[src/rtl/fp32_sub_if.sv]
// fp32_sub_if: operand/result handshake bundle for fp32_sub.
//   io_in_valid/io_in_ready   operand pair handshake (io_fpnumA - io_fpnumB)
//   io_out_valid/io_out_ready result handshake carrying io_fpDiff
interface fp32_sub_if;
    logic        io_in_valid;
    logic        io_in_ready;
    logic [31:0] io_fpnumA;
    logic [31:0] io_fpnumB;
    logic        io_out_valid;
    logic        io_out_ready;
    logic [31:0] io_fpDiff;
    modport master (
        output io_in_valid, io_fpnumA, io_fpnumB, io_out_ready,
        input  io_in_ready, io_out_valid, io_fpDiff
    );
    modport slave (
        input  io_in_valid, io_fpnumA, io_fpnumB, io_out_ready,
        output io_in_ready, io_out_valid, io_fpDiff
    );
endinterface

[src/rtl/fp32_sub.sv]
// fp32_sub: multi-cycle IEEE-754 single subtractor (A - B), truncating, denormals flushed.
//   clock  rising-edge clock
//   reset  synchronous active-high reset
//   io     fp32_sub_if.slave: operands in on in_valid/in_ready, io_fpDiff out on out_valid/out_ready
module fp32_sub (
    input  logic       clock,
    input  logic       reset,
    fp32_sub_if.slave  io
);
    typedef enum logic [2:0] {IDLE, ALIGN, SUB, NORM, PACK, DONE} state_t;
    state_t             state_q, state_d;
    logic [31:0]        a_q, a_d, b_q, b_d, diff_q, diff_d;
    logic               sign_q, sign_d, eff_sub_q, eff_sub_d, nan_q, nan_d;
    logic signed [9:0]  exp_q, exp_d;
    logic [23:0]        mx_q, mx_d, my_q, my_d;
    logic [24:0]        mant_q, mant_d;
    logic [7:0]         ea, eb, sh;
    logic [23:0]        ma, mb;
    logic               sb_eff, a_big;
    // Zero exponent flushes the operand to zero, so no hidden one.
    assign ea     = a_q[30:23];
    assign eb     = b_q[30:23];
    assign ma     = ea == 8'd0 ? 24'd0 : {1'b1, a_q[22:0]};
    assign mb     = eb == 8'd0 ? 24'd0 : {1'b1, b_q[22:0]};
    assign sb_eff = ~b_q[31];
    assign a_big  = {ea, ma} >= {eb, mb};
    assign sh     = a_big ? ea - eb : eb - ea;
    always_comb begin
        state_d   = state_q;
        a_d       = a_q;
        b_d       = b_q;
        sign_d    = sign_q;
        eff_sub_d = eff_sub_q;
        nan_d     = nan_q;
        exp_d     = exp_q;
        mx_d      = mx_q;
        my_d      = my_q;
        mant_d    = mant_q;
        diff_d    = diff_q;
        unique case (state_q)
            IDLE: if (io.io_in_valid) begin
                a_d     = io.io_fpnumA;
                b_d     = io.io_fpnumB;
                state_d = ALIGN;
            end
            ALIGN: begin
                sign_d    = a_big ? a_q[31] : sb_eff;
                exp_d     = {2'b00, a_big ? ea : eb};
                mx_d      = a_big ? ma : mb;
                my_d      = sh >= 8'd24 ? 24'd0 : (a_big ? mb : ma) >> sh;
                // Equal raw signs mean the effective operation is a subtraction.
                eff_sub_d = a_q[31] == b_q[31];
                nan_d     = (&ea) || (&eb);
                state_d   = SUB;
            end
            SUB: begin
                mant_d  = eff_sub_q ? {1'b0, mx_q} - {1'b0, my_q} : {1'b0, mx_q} + {1'b0, my_q};
                state_d = NORM;
            end
            NORM: begin
                // Exponent out of range ends normalisation; PACK turns it into zero or infinity.
                if (nan_q || exp_q >= 10'sd255 || exp_q <= 10'sd0) state_d = PACK;
                else if (mant_q[24]) begin
                    mant_d = mant_q >> 1;
                    exp_d  = exp_q + 10'sd1;
                end else if (!mant_q[23] && |mant_q) begin
                    mant_d = mant_q << 1;
                    exp_d  = exp_q - 10'sd1;
                end else state_d = PACK;
            end
            PACK: begin
                diff_d  = nan_q ? 32'h7FC00000 :
                          (mant_q == 25'd0 || exp_q <= 10'sd0) ? 32'h0 :
                          exp_q >= 10'sd255 ? {sign_q, 8'hFF, 23'd0} :
                          {sign_q, exp_q[7:0], mant_q[22:0]};
                state_d = DONE;
            end
            DONE: if (io.io_out_ready) state_d = IDLE;
            default: state_d = IDLE;
        endcase
    end
    always_ff @(posedge clock) begin
        if (reset) begin
            state_q   <= IDLE;
            a_q       <= '0;
            b_q       <= '0;
            sign_q    <= 1'b0;
            eff_sub_q <= 1'b0;
            nan_q     <= 1'b0;
            exp_q     <= '0;
            mx_q      <= '0;
            my_q      <= '0;
            mant_q    <= '0;
            diff_q    <= '0;
        end else begin
            state_q   <= state_d;
            a_q       <= a_d;
            b_q       <= b_d;
            sign_q    <= sign_d;
            eff_sub_q <= eff_sub_d;
            nan_q     <= nan_d;
            exp_q     <= exp_d;
            mx_q      <= mx_d;
            my_q      <= my_d;
            mant_q    <= mant_d;
            diff_q    <= diff_d;
        end
    end
    assign io.io_in_ready  = state_q == IDLE;
    assign io.io_out_valid = state_q == DONE;
    assign io.io_fpDiff    = diff_q;
endmodule

[src/flat_wrapper.sv]
// flat-port wrapper written by rule: the top's interface ports become plain ports
module fp32_sub_flat 
  (clock, reset, io_io_in_valid, io_io_fpnumA, io_io_fpnumB, io_io_out_ready, io_io_in_ready, io_io_out_valid, io_io_fpDiff);
  fp32_sub_if io_i ();
  input  logic clock;
  input  logic reset;
  input wire logic [$bits(io_i.io_in_valid)-1:0] io_io_in_valid;
  input wire logic [$bits(io_i.io_fpnumA)-1:0] io_io_fpnumA;
  input wire logic [$bits(io_i.io_fpnumB)-1:0] io_io_fpnumB;
  input wire logic [$bits(io_i.io_out_ready)-1:0] io_io_out_ready;
  output wire logic [$bits(io_i.io_in_ready)-1:0] io_io_in_ready;
  output wire logic [$bits(io_i.io_out_valid)-1:0] io_io_out_valid;
  output wire logic [$bits(io_i.io_fpDiff)-1:0] io_io_fpDiff;
  assign io_i.io_in_valid = io_io_in_valid;
  assign io_i.io_fpnumA = io_io_fpnumA;
  assign io_i.io_fpnumB = io_io_fpnumB;
  assign io_i.io_out_ready = io_io_out_ready;
  assign io_io_in_ready = io_i.io_in_ready;
  assign io_io_out_valid = io_i.io_out_valid;
  assign io_io_fpDiff = io_i.io_fpDiff;
  fp32_sub u_core (.clock(clock), .reset(reset), .io(io_i));
endmodule
[config.mk]
export PLATFORM = sky130hd
export DESIGN_NAME = fp32_sub_flat
export DESIGN_NICKNAME = d
export VERILOG_FILES = /design/src/rtl/fp32_sub_if.sv /design/src/rtl/fp32_sub.sv /design/src/flat_wrapper.sv
export SDC_FILE = /design/constraint.sdc
export NUM_CORES = 1
export LEC_CHECK = 0
export CAP_MARGIN = 0
export CORE_ASPECT_RATIO = 1.1
export CORE_MARGIN = 2
export CORE_UTILIZATION = 60
export CTS_CLUSTER_SIZE = 25
export DETAILED_ROUTE_END_ITERATION = 7
export PLACE_DENSITY = 0.82
export REMOVE_ABC_BUFFERS = 1
export SYNTH_ARGS = -nofsm -noshare
export SYNTH_HDL_FRONTEND = slang
export SYNTH_SLANG_ARGS = --single-unit
[constraint.sdc]
create_clock -name clock -period 8.6 [get_ports clock]
set_input_delay 0.86 -clock clock [delete_from_list [all_inputs] [get_ports clock]]
set_output_delay 0.86 -clock clock [all_outputs]
set_load 0.03 [all_outputs]
==> results.md <==
- The number of antenna-violating nets in the routed design is 0.
- dfxtp_1 takes more of the synthesized area than any other cell.
- For the pin with the worst max-slew slack, the measured transition is between 1000 and 1500 ps.
- The post-synthesis to final-layout area growth is 12.7%.
- The worst-case IR drop observed on VDD is roughly 0.17 mV.
- The number of different library cells in the post-synthesis netlist is 88.
- The die covers approximately 22000 µm².
- The flip-flop and latch count after synthesis is between 150 and 200.
- The H-tree was split into 4 levels.
- The first detailed-routing pass took 5 iterations.
- STA classifies the critical path endpoint as a flip-flop.
- In this run the core area contains 55 standard-cell rows.
- The hold violation total from the final report came to 0.
- The iteration-0 DRC count of the detailed router is 949.
- Across every metal layer, demand over resource in global routing totals 0.295.
- Yosys attributes the largest share of cell area to dfxtp_1, nand2_1, a21oi_1.
- The clock-pin slew reported for the worst setup and hold paths after clock tree synthesis is ~70 ps.
- The switching share of total power is 0.428.
- The register share of total power is 0.293.
- The async set-reset flop share out of synthesis is 0.
- Counting flops with a built-in enable in the synthesized netlist gives 0.
- The total area inside the core boundary comes to ~20000 µm².
- The overall overflow remaining after global route is 0.
- The maximum number of pins on one net before global-route repair is between 70 and 80.
- The die is roughly 160 µm tall.
- The cell count after synthesis came out at 1620.
- The fraction of power consumed by the clock network is 0.231.
- Setup repair after global routing left no endpoint under its margin.
- At the placement stage, the worst setup path has a slack of 2810 ps.
- The data arrival at the endpoint of the critical path is 6280 ps.
- Clock latency on the worst-skew pair, taken at its later pin, is about 440 ps.
- The post-layout instance count excluding filler cells is approximately 1900.
- The share of total power dissipated in combinational logic is 0.476.
- In this run, post-CTS repair resized a total of 0 instances.
- The cell area that synthesis handed to floorplanning was between 10000 and 15000 µm².
- The total internal power is slightly below 2 mW.
- Yosys printed 0 warnings.
- The category of the worst setup path launch point is a flip-flop.
- For this run, design rule violations remaining after detail routing come to 0.
- Leaving out fill and tap cells, the most frequent cells in the layout are nand2_1, nor2_1, dfxtp_1.
- The number of antenna violations at the first check in global routing was 0.
- The detailed placement HPWL is 24100 µm.
- The library cell used most frequently in the layout, excluding fill and tap cells, is nand2_1.
- The required time of the worst setup path is just under 9000 ps.
- In this run the tightest slew margin relative to its limit is 0.262.
- In this run the tool buffered the top-level ports with approximately 100 buffer cells.
- The die is 142 µm wide.
- Based on the critical path, the design can be clocked at up to approximately 0.17 GHz.
- Summed over all failing endpoints, the final setup total negative slack is 0 ps.
- The number of pins with negative max-slew slack in the final report is 0.
- For this block, the routed nets add up to 32300 µm of wire.
- The net switching power is approximately 1.5 mW.
- The ratio of cells with drive above 1 in the final layout is 0.0708.
- The final cell utilization of the core is 0.689.
- In the final design database the tool counted ~1800 nets.
- In this run the post-CTS setup repair buffer count came out at 0.
- The filler cells instantiated in the layout total about 1800.
- The average size of a mapped cell is about 7.8 µm².
- The wire length of the first global-routing pass is ~54000 µm.
- The largest clock skew in the final design is between 10 and 15 ps.
- TritonCTS built the clock tree.
- Of the synthesized area, sequential elements account for 0.294.
- At the end of routability-driven placement, the weighted congestion stood at ~0.96.
- After detailed routing, the average wire length per cell comes to approximately 17 µm.
- Using the TritonRoute via totals, the vias-per-cell ratio works out to a little over 6.
- In this run the worst path has a maximum fanout of 50.
- The number of cells after detailed placement is 1890.
- The number of buffers created by CTS is 17.
- The final route contains around 12000 vias.
- The count of endpoints failing setup in the final report is 0.
- The tool flagged a number of max-cap violations equal to 0.
- The path class of the lowest-slack min-delay path is reg2reg.
- Counting every sink on the clock net gives about 190.
- For this design the static power due to leakage is 5.20 nW.
- The most used flip-flop cell after synthesis is dfxtp_1.
- For this configuration, the core starts out at a cell density of 0.612.
- The clock passes through at most 2 buffers.
- The number of diodes is 0.
- The share of synthesized area in the top cell type comes to 0.294.
- The count of hold buffers inserted by post-cts repair is 0.
- The via count of the first global-routing pass is ~11000.
- The time the worst path needs with I/O delays and setup is approximately 6000 ps.
- The boundary pin count is between 100 and 150.
- The library cell used as clock root buffer is clkbuf_16.
- Setup slack closes at approximately 2700 ps.
- Power spread over the standard cell area amounts to 241 nW/µm².
- The worst setup path is of the reg2reg kind.
- Of the available clock period, the critical path in the final layout requires 0.689.
- The flow ran to the end, and the final reports show no timing, DRC or antenna violations.
[per-stage QoR]
step                hold slack, ps  cell area, µm²  power (mW)
floorplan                      421           12200        2.21
global placement               439           13600        2.59
detailed placement             444           13600        2.61
CTS                            454           14200        3.41
global route                   469           14200        3.63
finish                         449           14200        3.42
[cells by family after synthesis]
kind of cell    Yosys count  share of synthesized area
simple gates            606                      0.212
compound gates          449                      0.232
flops                   185                      0.294
buf+inv                 168                     0.0546
mux                      79                     0.0872
fa+ha+maj                76                     0.0779
xor+xnor                 57                     0.0414
[synth_stat cells (4+ instances only)]
master and number:
a211oi_1 50, a21o_1 13, a21oi_1 182, a22oi_1 35, a31oi_1 9, a32oi_1 9, and2_1 14, buf_1 6
buf_2 17, clkbuf_1 73, dfxtp_1 185, fa_1 4, ha_1 72, inv_1 67, mux2_2 11, mux2i_1 44
mux4_2 22, nand2_1 247, nand3_1 24, nand3b_1 4, nand4_1 13, nor2_1 189, nor2b_1 11, nor3_1 54
nor4_1 15, o211ai_1 6, o21a_1 8, o21ai_0 53, o21ai_1 10, o21bai_1 9, o221ai_1 8, o311ai_0 4
o31ai_1 7, o32a_1 6, o32ai_1 7, or2_2 7, or3_1 5, xnor2_1 45, xor2_1 9
[sequential cells by signal, summed over array words and instances (netlist names)]
name,count
u_core.eff_sub_q,1
u_core.mant_q,25
u_core.sign_q,1
u_core.io.io_fpDiff,32
u_core.my_q,24
u_core.state_q,3
u_core.a_q,32
u_core.exp_q,10
u_core.b_q,32
u_core.nan_q,1
u_core.mx_q,24
[metal layers]
metal | vias to the layer above | GRT usage | routed length [µm]
li1 | 5857 | - | -
met1 | 5533 | 0.399 | 14300
met2 | 389 | 0.486 | 15200
met3 | 72 | 0.0445 | 1960
met4 | 0 | 0.0948 | 881
met5 | - | 0 | 0
[power by group through the flow]
stage          logic (mW)  registers, mW  clock network, mW
2_1_floorplan        1.21           1.00                  0
3_3_place_gp         1.57           1.02                  0
3_5_place_dp         1.59           1.02                  0
4_1_cts              1.61           1.00              0.799
5_1_grt              1.78           1.01              0.833
6_report             1.63           1.00              0.789
[worst max-delay path, stage by stage, from the launching register on]
cell,delay (ps)
dfxtp_1,380
nor4_1,330
nand2_1,620
and2_1,460
ha_1,330
nand4_1,120
nor3_1,300
nand3_2,140
o211a_4,290
nand2_2,510
buf_4,600
mux2_2,570
or3_1,450
a2111oi_4,480
a22oi_1,110
o21ai_0,120
[final cells by class]
type	instances	area (µm²)	area share
Clock buffer	17	425	0.0300
Clock inverter	15	158	0.0111
Inverter	68	255	0.0180
Multi-Input combinational cell	1267	8220	0.579
Sequential cell	185	3700	0.261
Tap cell	256	320	0.0226
Timing Repair Buffer	114	1110	0.0780
[path summary, 6_finish.rpt]
check / startpoint / endpoint / slack, ps / cells after the start
max reg2reg: u_core.a_q[28] / u_core.my_q[7] / 2670 / 15
max: u_core.a_q[28] / u_core.my_q[7] / 2670 / 15
min reg2reg: u_core.b_q[19] / u_core.b_q[19] / 450 / 2
min: u_core.b_q[19] / u_core.b_q[19] / 450 / 2
No activity file was read; power rests on OpenSTA's default activity.
